==> config.mk <==
export PLATFORM = sky130hd
export DESIGN_NAME = ram_fifo_hs
export DESIGN_NICKNAME = d
export VERILOG_FILES = /design/src/rtl/ram_fifo_hs.sv
export SDC_FILE = /design/constraint.sdc
export NUM_CORES = 1
export LEC_CHECK = 0
export ABC_AREA = 1
export ABC_CLOCK_PERIOD_IN_PS = 1800
export BUFFER_PORTS_ARGS = -buffer_cell sky130_fd_sc_hd__buf_2
export CAP_MARGIN = 20
export CORE_UTILIZATION = 40
export CTS_CLUSTER_SIZE = 16
export DETAILED_ROUTE_END_ITERATION = 16
export PLACE_DENSITY_LB_ADDON = 0.08
export SLEW_MARGIN = 10
export SYNTH_ARGS = -nofsm -noshare
export SYNTH_HDL_FRONTEND = slang
export SYNTH_SLANG_ARGS = --single-unit
==> constraint.sdc <==
create_clock -name clk -period 1.8 [get_ports clk]
set_clock_uncertainty 0.1 [all_clocks]
set_input_delay 0.36 -clock clk [delete_from_list [all_inputs] [get_ports clk]]
set_output_delay 0.36 -clock clk [all_outputs]
set_load 0.02 [all_outputs]
==> src/rtl/ram_fifo_hs.sv <==
// rtl/ram_fifo_hs.sv - first-word-fall-through RAM FIFO with valid/ready handshakes
// Optional sticky overflow/underflow flags are enabled by defining RAM_FIFO_HS_ERR_FLAGS_EN.
module ram_fifo_hs #(
  parameter int DATA_WIDTH    = 8,
  parameter int LOG2_DEPTH    = 3,
  parameter int AFULL_THRESH  = (1 << LOG2_DEPTH) - 1,
  parameter int AEMPTY_THRESH = 1
) (
  input  logic                  clk,
  input  logic                  reset_n,
  input  logic                  flush_i,
  input  logic                  s_valid_i,
  output logic                  s_ready_o,
  input  logic [DATA_WIDTH-1:0] s_data_i,
  output logic                  m_valid_o,
  input  logic                  m_ready_i,
  output logic [DATA_WIDTH-1:0] m_data_o,
  output logic [LOG2_DEPTH:0]   count_o,
  output logic                  almost_full_o,
  output logic                  almost_empty_o
`ifdef RAM_FIFO_HS_ERR_FLAGS_EN
  ,
  output logic                  overflow_o,
  output logic                  underflow_o,
  input  logic                  err_clr_i
`endif
);

  localparam int DEPTH = 1 << LOG2_DEPTH;
  localparam logic [LOG2_DEPTH:0]   FULL_LVL   = DEPTH[LOG2_DEPTH:0];
  localparam logic [LOG2_DEPTH:0]   AFULL_LVL  = AFULL_THRESH[LOG2_DEPTH:0];
  localparam logic [LOG2_DEPTH:0]   AEMPTY_LVL = AEMPTY_THRESH[LOG2_DEPTH:0];
  localparam logic [LOG2_DEPTH-1:0] PTR_ONE    = 1;
  localparam logic [LOG2_DEPTH:0]   CNT_ONE    = 1;

  logic [DATA_WIDTH-1:0] mem [DEPTH];
  logic [LOG2_DEPTH-1:0] wptr;
  logic [LOG2_DEPTH-1:0] rptr;
  logic [LOG2_DEPTH:0]   count;
  logic                  full;
  logic                  empty;
  logic                  push;
  logic                  pop;

  assign full           = (count == FULL_LVL);
  assign empty          = (count == '0);
  assign s_ready_o      = reset_n & ~flush_i & ~full;
  assign m_valid_o      = ~empty;
  assign m_data_o       = mem[rptr];
  assign count_o        = count;
  assign almost_full_o  = (count >= AFULL_LVL);
  assign almost_empty_o = (count <= AEMPTY_LVL);
  assign push           = s_valid_i & s_ready_o;
  assign pop            = m_valid_o & m_ready_i;

  // Reset clears storage so the head reads zero afterwards; flush only rewinds pointers.
  always_ff @(posedge clk) begin
    if (!reset_n) begin
      wptr  <= '0;
      rptr  <= '0;
      count <= '0;
      for (int i = 0; i < DEPTH; i++) begin
        mem[i] <= '0;
      end
    end else if (flush_i) begin
      wptr  <= '0;
      rptr  <= '0;
      count <= '0;
    end else begin
      if (push) begin
        mem[wptr] <= s_data_i;
        wptr      <= wptr + PTR_ONE;
      end
      if (pop) begin
        rptr <= rptr + PTR_ONE;
      end
      case ({push, pop})
        2'b10:   count <= count + CNT_ONE;
        2'b01:   count <= count - CNT_ONE;
        default: count <= count;
      endcase
    end
  end

`ifdef RAM_FIFO_HS_ERR_FLAGS_EN
  // Set has priority over clear so an error in the clearing cycle is not lost.
  always_ff @(posedge clk) begin
    if (!reset_n) begin
      overflow_o  <= 1'b0;
      underflow_o <= 1'b0;
    end else begin
      if (s_valid_i && full) begin
        overflow_o <= 1'b1;
      end else if (err_clr_i) begin
        overflow_o <= 1'b0;
      end
      if (m_ready_i && empty) begin
        underflow_o <= 1'b1;
      end else if (err_clr_i) begin
        underflow_o <= 1'b0;
      end
    end
  end
`endif

endmodule
==> results.cfg <==
[logic_synthesis]
avgSynthCellArea_sq_um = 9.13
yosys.area.top_type = edfxtp_1
synth_edf_count = 64
synth.top_cell.area_share = 0.524
yosysSeqAreaShare = 0.595
synth.distinct_cells = 22
ys_seq_elements = 77
synth_fp_nets = 421
syn-cell-area_sq_um = 3670
async_flop_share = 0
yosys-top-cells-count = nor2_1 (148), nand2_1 (70), edfxtp_1 (64)
synthTopCellsByArea = edfxtp_1 (52%), nor2_1 (15%), nand2_1 (7.2%), dfxtp_1 (7.1%), o21ai_0 (3.4%)
synth_most_common_cell = nor2_1
yosysWarnings = 0
synth_flop_cell = edfxtp_1
synthCells = 402

[timing]
finalMaxSlewViolations = 0
timing.final.ws_setup_ns = -0.203
final.min_clock_period_ns = 2.00
hold_viol_final = 0
rsz0062_at_grt = yes
timing.fmax_ghz = 0.499
whs_ns = 0.204
period_share = 1.11
relSlewSlack = 0.687
setup_viol_count_final = 8
tightest_slew_ns = 0.469

[power]
ir_drop_uv = 460
leakage_nw = 2.11
cellPowerDensity_nw_per_um2 = 856

[setup_path]
arrival_ns = 1.54
crit_path_end_kind = primary output
crit_path_cell_trace = clkinvlp_4, buf_12, nor2_2, o21ai_0, nand2_1, nand2_1, nand2_1, buf_6
r2r_setup_slack_ns = 0.01
worstPathBufferInverterCount = 3
cpMostUsedCell = nand2_1
crit_fanout = 16
cp.required_ns = 1.34
cp-start-kind = register
crit_path_top_delay_cell = dfxtp_2
r2r_start = count_o[0]
cpPeakStageDelay_ns = 0.37
critPathKind = register to primary output
crit_family = buffers and inverters

[layout]
multi_input_area_sq_um = 1630
antenna_cells = 0
drive_gt1_frac = 0.334
final_nets = 475
utilization = 0.547
fillers = 782
finalNonFillerCells = 569
area_growth_pct = 31.3
register_area_sq_um = 2200

[clocking]
cts_tree = done
clkSinkCount = 77
cts_buffers = 9
h-tree-depth = 3
clkTransAtPathRegs_ns = 0.08
cts_buffer_depth = 2
clock-root-buffer = clkbuf_8
cts_hold_buf = 0
clock_latency_ns = 0.35

[detailed_routing]
vias = 2776
drtPass1Iterations = 10
drc = 4
vias_per_cell = 4.88
routedWlPerCell_um = 15.4
wirelength_um = 8770
ant_nets = 0
first_iter_violations = 143

[placed_design]
dpl.hpwl_um = 6140
place_inst = 546
place.gp.congestion = 0.775
portBuffers = 28

[floorplanning]
die_y_um = 97.8
die_x_um = 97.8
coreArea_sq_um = 8810
floorplan.initialDensity = 0.417
ios = 29
dieArea_sq_um = 9560
row_count = 34

[grt]
grt_antenna_before_repair = 0
grt_pass1_vias = 2747
grt_overflow = 0
grt_max_degree = 33
grt_pass1_wl_um = 14300
grtUsageTotal = 0.200

[min_path]
hp-start = s_valid_i
min_path_type = input port to register

[outcome]
status = complete, but fails checks
violations = design-rule violations, negative setup slack

[flow_run]
drv_cap = 0
[cells by family after synthesis]
family,after synthesis,synth area share
fa+ha+maj,6,0.0205
flops,77,0.595
compound gates,40,0.0553
simple gates,237,0.280
buf+inv,40,0.0447
xor+xnor,2,0.00478
[path summary, 6_finish.rpt]
check	endpoint	depth (start not counted)
worst max-delay path	m_data_o[0]	8
worst min register to register	register	2
worst min-delay path	wptr[1]	3
worst max register to register	mem[3][5]	9
[through the flow]
step / TNS, ns / worst slack [ns] / area [sq um] / power (W)
4_1_cts: -1.45 / -0.185 / 4500 / 0.00408
3_5_place_dp: -0.0118 / -0.0118 / 4100 / 0.00235
6_report: -1.52 / -0.203 / 4820 / 0.00413
5_1_grt: -4.85 / -0.298 / 4820 / 0.00426
2_1_floorplan: 0 / 0.00913 / 3720 / 0.00223
3_3_place_gp: 0 / 0.0322 / 4100 / 0.00235
[cell usage in the layout, fill, tap and decap left out, types with 2 or more instances in the layout]
master	synthesis	layout
nor2_1	148	114
edfxtp_1	64	64
nand2_1	70	53
nor2_2	0	29
inv_1	26	20
o21ai_0	25	20
buf_6	1	18
buf_2	5	17
buf_4	0	17
o21ai_1	10	15
nand2_4	8	13
clkbuf_8	0	9
dfxtp_1	13	7
nand2_2	0	6
nand2_8	0	6
nor2_4	0	5
inv_4	0	4
bufinv_16	0	4
clkinvlp_4	0	3
inv_2	2	3
nor2_8	3	3
a21oi_1	4	3
nand3_1	4	3
dfxtp_4	0	3
dfxtp_2	0	3
buf_12	0	3
nand3_4	1	2
xor2_1	2	2
ha_4	0	2
ha_2	0	2
ha_1	6	2
[layout make-up]
type / count / share of cell area
Clock buffer: 10 / 0.0265
Clock inverter: 6 / 0.0280
Inverter: 28 / 0.0247
Multi-Input combinational cell: 285 / 0.338
Sequential cell: 77 / 0.456
Tap cell: 108 / 0.0280
Timing Repair Buffer: 55 / 0.0987
[worst register-to-register path: stages, from the launching register on]
cell and delay, ns:
dfxtp_4 0.37, inv_4 0.04, ha_4 0.17, nand3_4 0.07, buf_6 0.10, nand3_4 0.09
buf_12 0.15, nor2_8 0.18, nand2_4 0.09, nand2_4 0.14
[metal layers]
layer | part of all wire | global-route usage | vias to the layer above
li1 | - | - | 1406
met1 | 0.46 | 0.277 | 1292
met2 | 0.48 | 0.316 | 68
met3 | 0.044 | 0.0272 | 10
met4 | 0.013 | 0.0851 | 0
met5 | 0 | 0 | -
[state kept, by name, summed over array words and instances (netlist names), named ones only]
| register | flops |
|---|---|
| count_o | 4 |
| rptr | 3 |
| mem | 64 |
| wptr | 3 |
[report_power, final]
group	internal [W]	switching [W]	total, W
Clock	0.00106	0.000670	0.00173
Sequential	0.00198	0.0000270	0.00200
Combinational	0.000144	0.000244	0.000389
Total	0.00318	0.000941	0.00413
[what timing repair did]
item | 4_1_cts | 5_1_grt
setup buffers | 3 | 4
endpoints found under the setup margin | 10 | 83
pin swaps | 4 | 13
gates resized for setup | 40 | 77
(Power assumes the default switching activity.)
